**src/rtl/arith_pkg.sv**
```systemverilog
// arith_pkg: shared op codes, beat result width and accumulator state encoding
package arith_pkg;
  localparam logic OP_MUL = 1'b0;
  localparam logic OP_ADD = 1'b1;
  localparam int RES_W = 6;
  typedef enum logic [1:0] {IDLE, ACCUM, HOLD} state_t;
endpackage

```
**src/rtl/arith_result_accumulator_if.sv**
```systemverilog
// arith_result_accumulator_if: operand-beat input channel and group-total output channel, each valid/ready
interface arith_result_accumulator_if #(
  parameter int ACC_W = 12,
  parameter int CNT_W = 4
);
  logic in_valid;
  logic in_ready;
  logic in_sel;
  logic [2:0] in_a;
  logic [2:0] in_b;
  logic in_last;
  logic out_valid;
  logic out_ready;
  logic [ACC_W-1:0] out_acc;
  logic [CNT_W-1:0] out_count;
  logic out_ovf;
  modport master (
    output in_valid, in_sel, in_a, in_b, in_last, out_ready,
    input in_ready, out_valid, out_acc, out_count, out_ovf
  );
  modport slave (
    input in_valid, in_sel, in_a, in_b, in_last, out_ready,
    output in_ready, out_valid, out_acc, out_count, out_ovf
  );
endinterface

```
**src/rtl/arith_unit_3bit.sv**
```systemverilog
// arith_unit_3bit: combinational 3-bit add (sel_i=1) or multiply (sel_i=0) giving a 6-bit result r_o
module arith_unit_3bit
  import arith_pkg::*;
(
  input  logic [2:0]       a_i,
  input  logic [2:0]       b_i,
  input  logic             sel_i,
  output logic [RES_W-1:0] r_o
);
  always_comb r_o = (sel_i == OP_ADD) ? RES_W'(a_i) + RES_W'(b_i) : RES_W'(a_i) * RES_W'(b_i);
endmodule

```
**src/rtl/arith_result_accumulator.sv**
```systemverilog
// arith_result_accumulator: registers beat results and sums each group into a saturating total (clk, rst, bus: slave side of in/out handshakes)
module arith_result_accumulator
  import arith_pkg::*;
#(
  parameter int ACC_W = 12,
  parameter int CNT_W = 4
) (
  input logic clk,
  input logic rst,
  arith_result_accumulator_if.slave bus
);
  localparam logic [CNT_W:0] AUTO_AHEAD = (CNT_W+1)'((1 << CNT_W) - 2);
  state_t state_q;
  logic p_valid_q, p_last_q;
  logic [RES_W-1:0] p_r_q, r;
  logic [ACC_W-1:0] acc_q, acc_d, out_acc_q;
  logic [CNT_W-1:0] count_q, count_d, out_count_q;
  logic ovf_q, ovf_d, out_valid_q, out_ovf_q;
  logic [ACC_W:0] sum;
  logic accept, auto_last;
  arith_unit_3bit u_alu (.a_i(bus.in_a), .b_i(bus.in_b), .sel_i(bus.in_sel), .r_o(r));
  assign bus.in_ready = !rst && state_q != HOLD && !(p_valid_q && p_last_q);
  assign accept = bus.in_valid && bus.in_ready;
  assign bus.out_valid = out_valid_q;
  assign bus.out_acc = out_acc_q;
  assign bus.out_count = out_count_q;
  assign bus.out_ovf = out_ovf_q;
  always_comb begin
    // the beat in P counts as already taken, so the incoming beat is the auto-closing one
    // when count plus P would leave it as the (2^CNT_W-1)th beat
    auto_last = ({1'b0, count_q} + (CNT_W+1)'(p_valid_q)) == AUTO_AHEAD;
    sum = {1'b0, acc_q} + (ACC_W+1)'(p_r_q);
    acc_d = sum[ACC_W] ? '1 : sum[ACC_W-1:0];
    ovf_d = ovf_q | sum[ACC_W];
    count_d = count_q + 1'b1;
  end
  always_ff @(posedge clk) begin
    if (rst) begin
      state_q <= IDLE;
      p_valid_q <= 1'b0;
      p_last_q <= 1'b0;
      p_r_q <= '0;
      acc_q <= '0;
      count_q <= '0;
      ovf_q <= 1'b0;
      out_valid_q <= 1'b0;
      out_acc_q <= '0;
      out_count_q <= '0;
      out_ovf_q <= 1'b0;
    end else begin
      p_valid_q <= accept;
      if (accept) begin
        p_r_q <= r;
        p_last_q <= bus.in_last | auto_last;
      end
      case (state_q)
        IDLE, ACCUM: if (p_valid_q) begin
          acc_q <= acc_d;
          count_q <= count_d;
          ovf_q <= ovf_d;
          state_q <= p_last_q ? HOLD : ACCUM;
          if (p_last_q) begin
            out_valid_q <= 1'b1;
            out_acc_q <= acc_d;
            out_count_q <= count_d;
            out_ovf_q <= ovf_d;
          end
        end
        HOLD: if (bus.out_ready) begin
          state_q <= IDLE;
          acc_q <= '0;
          count_q <= '0;
          ovf_q <= 1'b0;
          out_valid_q <= 1'b0;
          out_acc_q <= '0;
          out_count_q <= '0;
          out_ovf_q <= 1'b0;
        end
        default: state_q <= IDLE;
      endcase
    end
  end
endmodule

```
**src/flat_wrapper.sv**
```systemverilog
// flat-port wrapper written by rule: the top's interface ports become plain ports
module arith_result_accumulator_flat import arith_pkg::*;
#(
  parameter int ACC_W = 12,
  parameter int CNT_W = 4
)
  (clk, rst, bus_in_valid, bus_in_sel, bus_in_a, bus_in_b, bus_in_last, bus_out_ready, bus_in_ready, bus_out_valid, bus_out_acc, bus_out_count, bus_out_ovf);
  arith_result_accumulator_if #(.ACC_W(ACC_W), .CNT_W(CNT_W)) bus_i ();
  input logic clk;
  input logic rst;
  input wire logic [$bits(bus_i.in_valid)-1:0] bus_in_valid;
  input wire logic [$bits(bus_i.in_sel)-1:0] bus_in_sel;
  input wire logic [$bits(bus_i.in_a)-1:0] bus_in_a;
  input wire logic [$bits(bus_i.in_b)-1:0] bus_in_b;
  input wire logic [$bits(bus_i.in_last)-1:0] bus_in_last;
  input wire logic [$bits(bus_i.out_ready)-1:0] bus_out_ready;
  output wire logic [$bits(bus_i.in_ready)-1:0] bus_in_ready;
  output wire logic [$bits(bus_i.out_valid)-1:0] bus_out_valid;
  output wire logic [$bits(bus_i.out_acc)-1:0] bus_out_acc;
  output wire logic [$bits(bus_i.out_count)-1:0] bus_out_count;
  output wire logic [$bits(bus_i.out_ovf)-1:0] bus_out_ovf;
  assign bus_i.in_valid = bus_in_valid;
  assign bus_i.in_sel = bus_in_sel;
  assign bus_i.in_a = bus_in_a;
  assign bus_i.in_b = bus_in_b;
  assign bus_i.in_last = bus_in_last;
  assign bus_i.out_ready = bus_out_ready;
  assign bus_in_ready = bus_i.in_ready;
  assign bus_out_valid = bus_i.out_valid;
  assign bus_out_acc = bus_i.out_acc;
  assign bus_out_count = bus_i.out_count;
  assign bus_out_ovf = bus_i.out_ovf;
  arith_result_accumulator #(.ACC_W(ACC_W), .CNT_W(CNT_W)) u_core (.clk(clk), .rst(rst), .bus(bus_i));
endmodule
```
**config.mk**
```make
export PLATFORM = sky130hd
export DESIGN_NAME = arith_result_accumulator_flat
export DESIGN_NICKNAME = d
export VERILOG_FILES = /design/src/rtl/arith_pkg.sv /design/src/rtl/arith_result_accumulator_if.sv /design/src/rtl/arith_unit_3bit.sv /design/src/rtl/arith_result_accumulator.sv /design/src/flat_wrapper.sv
export SDC_FILE = /design/constraint.sdc
export NUM_CORES = 1
export LEC_CHECK = 0
export CELL_PAD_IN_SITES_DETAIL_PLACEMENT = 1
export CELL_PAD_IN_SITES_GLOBAL_PLACEMENT = 2
export CORE_MARGIN = 8
export CORE_UTILIZATION = 33
export CTS_BUF_LIST = sky130_fd_sc_hd__clkbuf_16
export DETAILED_ROUTE_END_ITERATION = 10
export GPL_ROUTABILITY_DRIVEN = 0
export PLACE_DENSITY_LB_ADDON = 0.1
export REMOVE_ABC_BUFFERS = 1
export SLEW_MARGIN = 0
export SYNTH_ARGS = -nofsm -noshare
export SYNTH_HDL_FRONTEND = slang
export SYNTH_HIERARCHICAL = 1
export SYNTH_SLANG_ARGS = --single-unit
export TNS_END_PERCENT = 30
```
**constraint.sdc**
```tcl
create_clock -name clk -period 3.2 [get_ports clk]
set_input_delay 0.96 -clock clk [delete_from_list [all_inputs] [get_ports clk]]
set_output_delay 0.96 -clock clk [all_outputs]
set_load 0.03 [all_outputs]
```
# Word-level counts from Yosys, hierarchy flattened
# Index checks and enable logic that the tools add are counted.
[classes] n_mux=27 bitwise=2 n_eq_ne=7 multipliers=1 n_lt_le_gt_ge=0 shifts=0 div=0 n_addsub=4 reduce_logical=12
[ops] cell="two-way mux 12 bit" n=5
[ops] cell="one-hot mux 12 bit (2 select lines)" n=2
[ops] cell="two-way mux 4 bit" n=4
[ops] cell="one-hot mux 4 bit (2 select lines)" n=2
[ops] cell="adder 12 x 6 -> 13 bit" n=1
[ops] cell="multiplier 3 x 3 -> 6 bit" n=1
[ops] cell="two-way mux 1 bit" n=6
[ops] cell="two-way mux 2 bit" n=3
[ops] cell="two-way mux 6 bit" n=1
[ops] cell="one-hot mux 1 bit (2 select lines)" n=3
[ops] cell="adder 4 x 1 -> 5 bit" n=1
[ops] cell="equality test 5 x 4 -> 1 bit, second input constant" n=1
[ops] cell="adder 3 x 3 -> 4 bit" n=1
[ops] cell="adder 4 x 1 -> 4 bit, second input constant" n=1
[ops] cell="logical AND 1 bit" n=4
[ops] cell="inequality test 2 x 1 -> 1 bit, second input constant" n=2
[ops] cell="inequality test 2 bit, second input constant" n=2
[ops] cell="one-hot mux 2 bit (2 select lines)" n=1
[ops] cell="AND reduction 4 bit" n=1
[ops] cell="AND reduction 3 bit" n=1
[ops] cell="equality test 2 x 1 -> 1 bit, second input constant" n=1
[ops] cell="equality test 2 bit, second input constant" n=1
[ops] cell="zero test 1 bit" n=2
[ops] cell="zero test 2 bit" n=1
[ops] cell="other kinds (4)" n=5
[totals] latch_bits=0 inputBits=12 mem_bits_ro=0 ram_bits=0 reg_bits=45 memories=0 elab_cells=64 out_inout_bits=19

# Logic depth before layout (Yosys ltp)
[logic_depth] word_depth=5 mapped_depth=10 depth_no_buf=10

# By module
# Netlist, hierarchy kept.
[by_module_without_submodules] module="arith_result_accumulator" n_inst=1 cells_per_inst=252 area_each_um2=2128.3 seq_area_each_um2=900.9
[by_module_without_submodules] module="arith_unit_3bit" n_inst=1 cells_per_inst=40 area_each_um2=352.8 seq_area_each_um2=0.0

# Worst setup path after synthesis
# Ideal clock, no wire load.
[synth_path] path_kind="input -> register" from="in bus_in_a[1]" to="reg u_core.p_r_q[3]" t_arrival_ns=2.633 setup_ns=0.071 n_path_buf=0 path_slack_ns=0.497 cell_stages=10 required_time_ns=3.129 path_cell_list="ha_1 xnor2_1 ha_1 ha_1 inv_1 fa_1 or2_1 o211ai_2 nand2_1 a21oi_1"
[synth_via] elab_chain_cells=2 word_cells_on_any_way=3 classes_between="add/sub (1); mul (1); mux (1)"
[synth_rtl] item="start: declaration" line="flat_wrapper.sv:13" text="input wire logic [$bits(bus_i.in_a)-1:0] bus_in_a;"
[synth_rtl] item="multiplier 3 x 3 -> 6 bit / adder 3 x 3 -> 4 bit (equally long branches)" line="arith_unit_3bit.sv:10" text="always_comb r_o = (sel_i == OP_ADD) ? RES_W'(a_i) + RES_W'(b_i) : RES_W'(a_i) * RES_W'(b_i);"
[synth_rtl] item="two-way mux 6 bit (*)" line="arith_unit_3bit.sv:10"
[synth_rtl] item="via u_core.r[3]" line="arith_result_accumulator.sv:15" text="logic [RES_W-1:0] p_r_q, r;"
[synth_rtl] item="end signal: assignment" line="arith_result_accumulator.sv:53" text="p_r_q <= r;"
[synth_rtl] item="end: declaration" line="arith_result_accumulator.sv:15"
# Mark *: on every way through the listed nets, which the timed path passes. The rest lies on a longest branch.
# A chain may end at the register's enable or synchronous reset.

# Worst setup path in the final report
# Ends and elaborated chain as after synthesis.

==> flow_summary.json <==
{
  "hold_viol": 0,
  "die_area_um2": 10550,
  "critical_path_arrival_ns": 3.16,
  "hold-path-cell-count": 2,
  "ys_types": 47,
  "die_y_um": 102.7,
  "p_comb_frac": 0.119,
  "fin_worst_skew_ns": 0.004318,
  "grt-ovfl-total": 0,
  "rsz0062_at_grt": "false",
  "numCtsBuffers": 5,
  "grt_max_degree": 16,
  "clockPowerShare": 0.397,
  "slew_viol_final": 0,
  "h-tree-depth": 2,
  "crit_path_start_kind": "primary input",
  "power_density_nw_per_um2": 395.6,
  "grt_pass1_vias": 2110,
  "ant_nets": 0,
  "fillers": 886,
  "synth_edf_count": 0,
  "status": "finished, final reports clean",
  "post_cts_buffers": 0,
  "ff2ff_setup_slack_ns": 0.90,
  "dr.pass1.iters": 4,
  "critPathKind": "in2reg",
  "hold_end": "u_core/bus.out_acc[4]",
  "relSlewSlack": 0.4613,
  "drc": 0,
  "drt_iter0_markers": 49,
  "cts_buffer_depth": 2,
  "hold_start": "u_core/bus.out_acc[4]",
  "yosys.area.top_type_share": 0.3631,
  "rows": 31,
  "min_period_ns": 2.947,
  "synth_ff_type": "dfxtp_1",
  "tightest_slew_ns": 0.8050,
  "critPathTopFamily": "adder cells",
  "ir_worst_vdd_uv": 215.0,
  "track_usage": 0.1248,
  "path_buf_inv": 2,
  "vias": 2123,
  "yosysSeqAreaShare": 0.3631,
  "p_total_mw": 1.200,
  "crit_path_end_kind": "flip-flop",
  "antenna_found_initial": 0,
  "period_share": 0.9208,
  "io_pins": 31,
  "drive_above_1_share": 0.09202,
  "cpMaxStageDelayCell": "clkdlybuf4s50_1",
  "final_cell_mix": "nand2_1, dfxtp_1, nor2_1",
  "path_cells": "clkdlybuf4s50_1, ha_1, xnor2_1, ha_1, ha_1, inv_1, fa_1, or2_1, o211ai_2, nand2_1, a21oi_1",
  "core-area_um2": 7253,
  "ff2ff_path_depth": 7,
  "port_buffers": 30,
  "grt_pass1_wl_um": 10310,
  "fp.dieW_um": 102.7,
  "maxCapViolations": 0,
  "cts_tree": "built",
  "path_clk_slew_ns": 0.06,
  "root_buffer": "clkbuf_16",
  "finish.net_count": 360,
  "dp_hpwl_um": 4749,
  "p_switching_mw": 0.2872,
  "n_antenna_cell": 0,
  "start_util": 0.3421,
  "crit_fanout": 2,
  "ctsResizeCount": 0,
  "yosys.area.top_type": "dfxtp_1",
  "dpl-instance-area_um2": 2900,
  "wirelength_um": 6160,
  "worst_ep_required_time_ns": 3.41,
  "p_int_mw": 0.9127,
  "ys_warn_count": 6,
  "fmax_mhz": 339.4,
  "finish.instance_area_um2": 3033,
  "p_leak_nw": 1.180,
  "r2r_start": "u_core/p_r_q[0]",
  "syn_area_um2": 2481,
  "cts-hold-fix-buffers": 0,
  "ys_ff_latch": 45,
  "cp_common_cell": "ha_1",
  "syn_avg_cell_area_um2": 8.497,
  "p_seq_frac": 0.484,
  "viasPerCell": 4.995,
  "synth_area_leaders": "dfxtp_1, ha_1, nand2_1",
  "hp-class": "reg2reg",
  "swShare": 0.2393,
  "worstReg2RegEnd": "u_core/acc_q[9]",
  "syn_inst": 292,
  "syn2layout_area_growth_pct": 22.24,
  "clock_sinks": 45,
  "wl_per_cell_um": 14.49,
  "setup_viol": 0,
  "clock_latency_ns": 0.28,
  "async_reset_ff_frac": 0,
  "max_stage_delay_ns": 0.42
}
[synth_stat cells (3+ instances only)]
cell,count
xor2_1,6
clkbuf_1,6
xnor2_1,5
o21ai_1,14
a21oi_1,28
a211oi_1,5
fa_1,3
ha_1,19
inv_1,8
dfxtp_1,45
a22oi_1,4
and2_1,5
nand2b_1,9
a21o_1,3
nand2_1,45
o21ai_0,11
nand3_1,4
nor2_1,30
[sequential cells by signal (all words and copies together), names as in the netlist, 2 cells and up]
register and cells:
u_core/p_r_q 6, u_core/bus.out_acc 12, u_core/count_q 4, u_core/acc_q 12, u_core/state_q 2, u_core/bus.out_count 4
[worst max path at each step]
stage / startpoint / end / slack (ns) / cells past startpoint
6_report: bus_in_a[1] / u_core/p_r_q[3] / 0.25 / 11
3_5_place_dp: bus_in_a[1] / u_core/p_r_q[3] / -0.05 / 11
5_1_grt: bus_in_a[1] / u_core/p_r_q[3] / 0.15 / 11
4_1_cts: bus_in_a[1] / u_core/p_r_q[3] / 0.24 / 11
2_1_floorplan: bus_in_a[1] / u_core/p_r_q[3] / 0.50 / 10
3_3_place_gp: bus_in_a[1] / u_core/p_r_q[3] / -0.01 / 11
[layer usage]
metal / wire length [um] / vias up / share of wire / GRT usage
met1: 3030 / 1011 / 0.49 / 0.1549
met4: 63 / 0 / 0.010 / 0.04402
met3: 184 / 4 / 0.030 / 0.02566
met2: 2882 / 23 / 0.47 / 0.2083
li1: - / 1085 / - / -
met5: 0 / - / 0 / 0
[layout make-up]
| class | count | area (um^2) | area share |
|---|---|---|---|
| clock inverters | 2 | 7.507 | 0.002475 |
| clock buffers | 5 | 125.1 | 0.04125 |
| repair buffers | 37 | 350.3 | 0.1155 |
| well taps | 99 | 123.9 | 0.04084 |
| inverters | 9 | 33.78 | 0.01114 |
| multi-input cells | 228 | 1491 | 0.4917 |
| flip-flops and latches | 45 | 900.9 | 0.2970 |
[logic make-up after synthesis]
logic type      after synthesis  share of synthesized area
xor+xnor                     11                    0.03883
simple gates                106                     0.2007
flops                        45                     0.3631
mux                           5                    0.02471
buf+inv                      19                    0.03580
compound gates               84                     0.2168
fa+ha+maj                    22                     0.1200
[power by group through the flow]
stage                     logic [mW]  clock network (mW)  registers [mW]
final                          0.143               0.477           0.581
after global routing           0.161               0.523           0.582
after CTS                      0.147               0.499           0.581
after detailed placement       0.146                   0           0.593
after global placement         0.143                   0           0.593
after floorplan               0.0822                   0           0.593
[per-stage QoR]
stage                     hold slack [ns]  setup WS [ns]    util  std cells   TNS, ns
after floorplan                    0.4291         0.4975       -        282         0
after global placement             0.4333       -0.01347  0.3999        418  -0.01347
after detailed placement           0.4414       -0.05029  0.3999        418  -0.05029
after CTS                          0.4500         0.2413  0.4181        425         0
after global routing               0.4680         0.1520  0.4181        425         0
final                              0.4446         0.2533  0.4181        425         0
[worst min-delay path: cells and delay by family, from the launching register on]
| kind | cells | cell delay [ns] |
|---|---|---|
| compound gates | 1 | 0.05 |
| flops | 1 | 0.30 |
| simple gates | 1 | 0.05 |
Power figures use the tool's default switching activity.
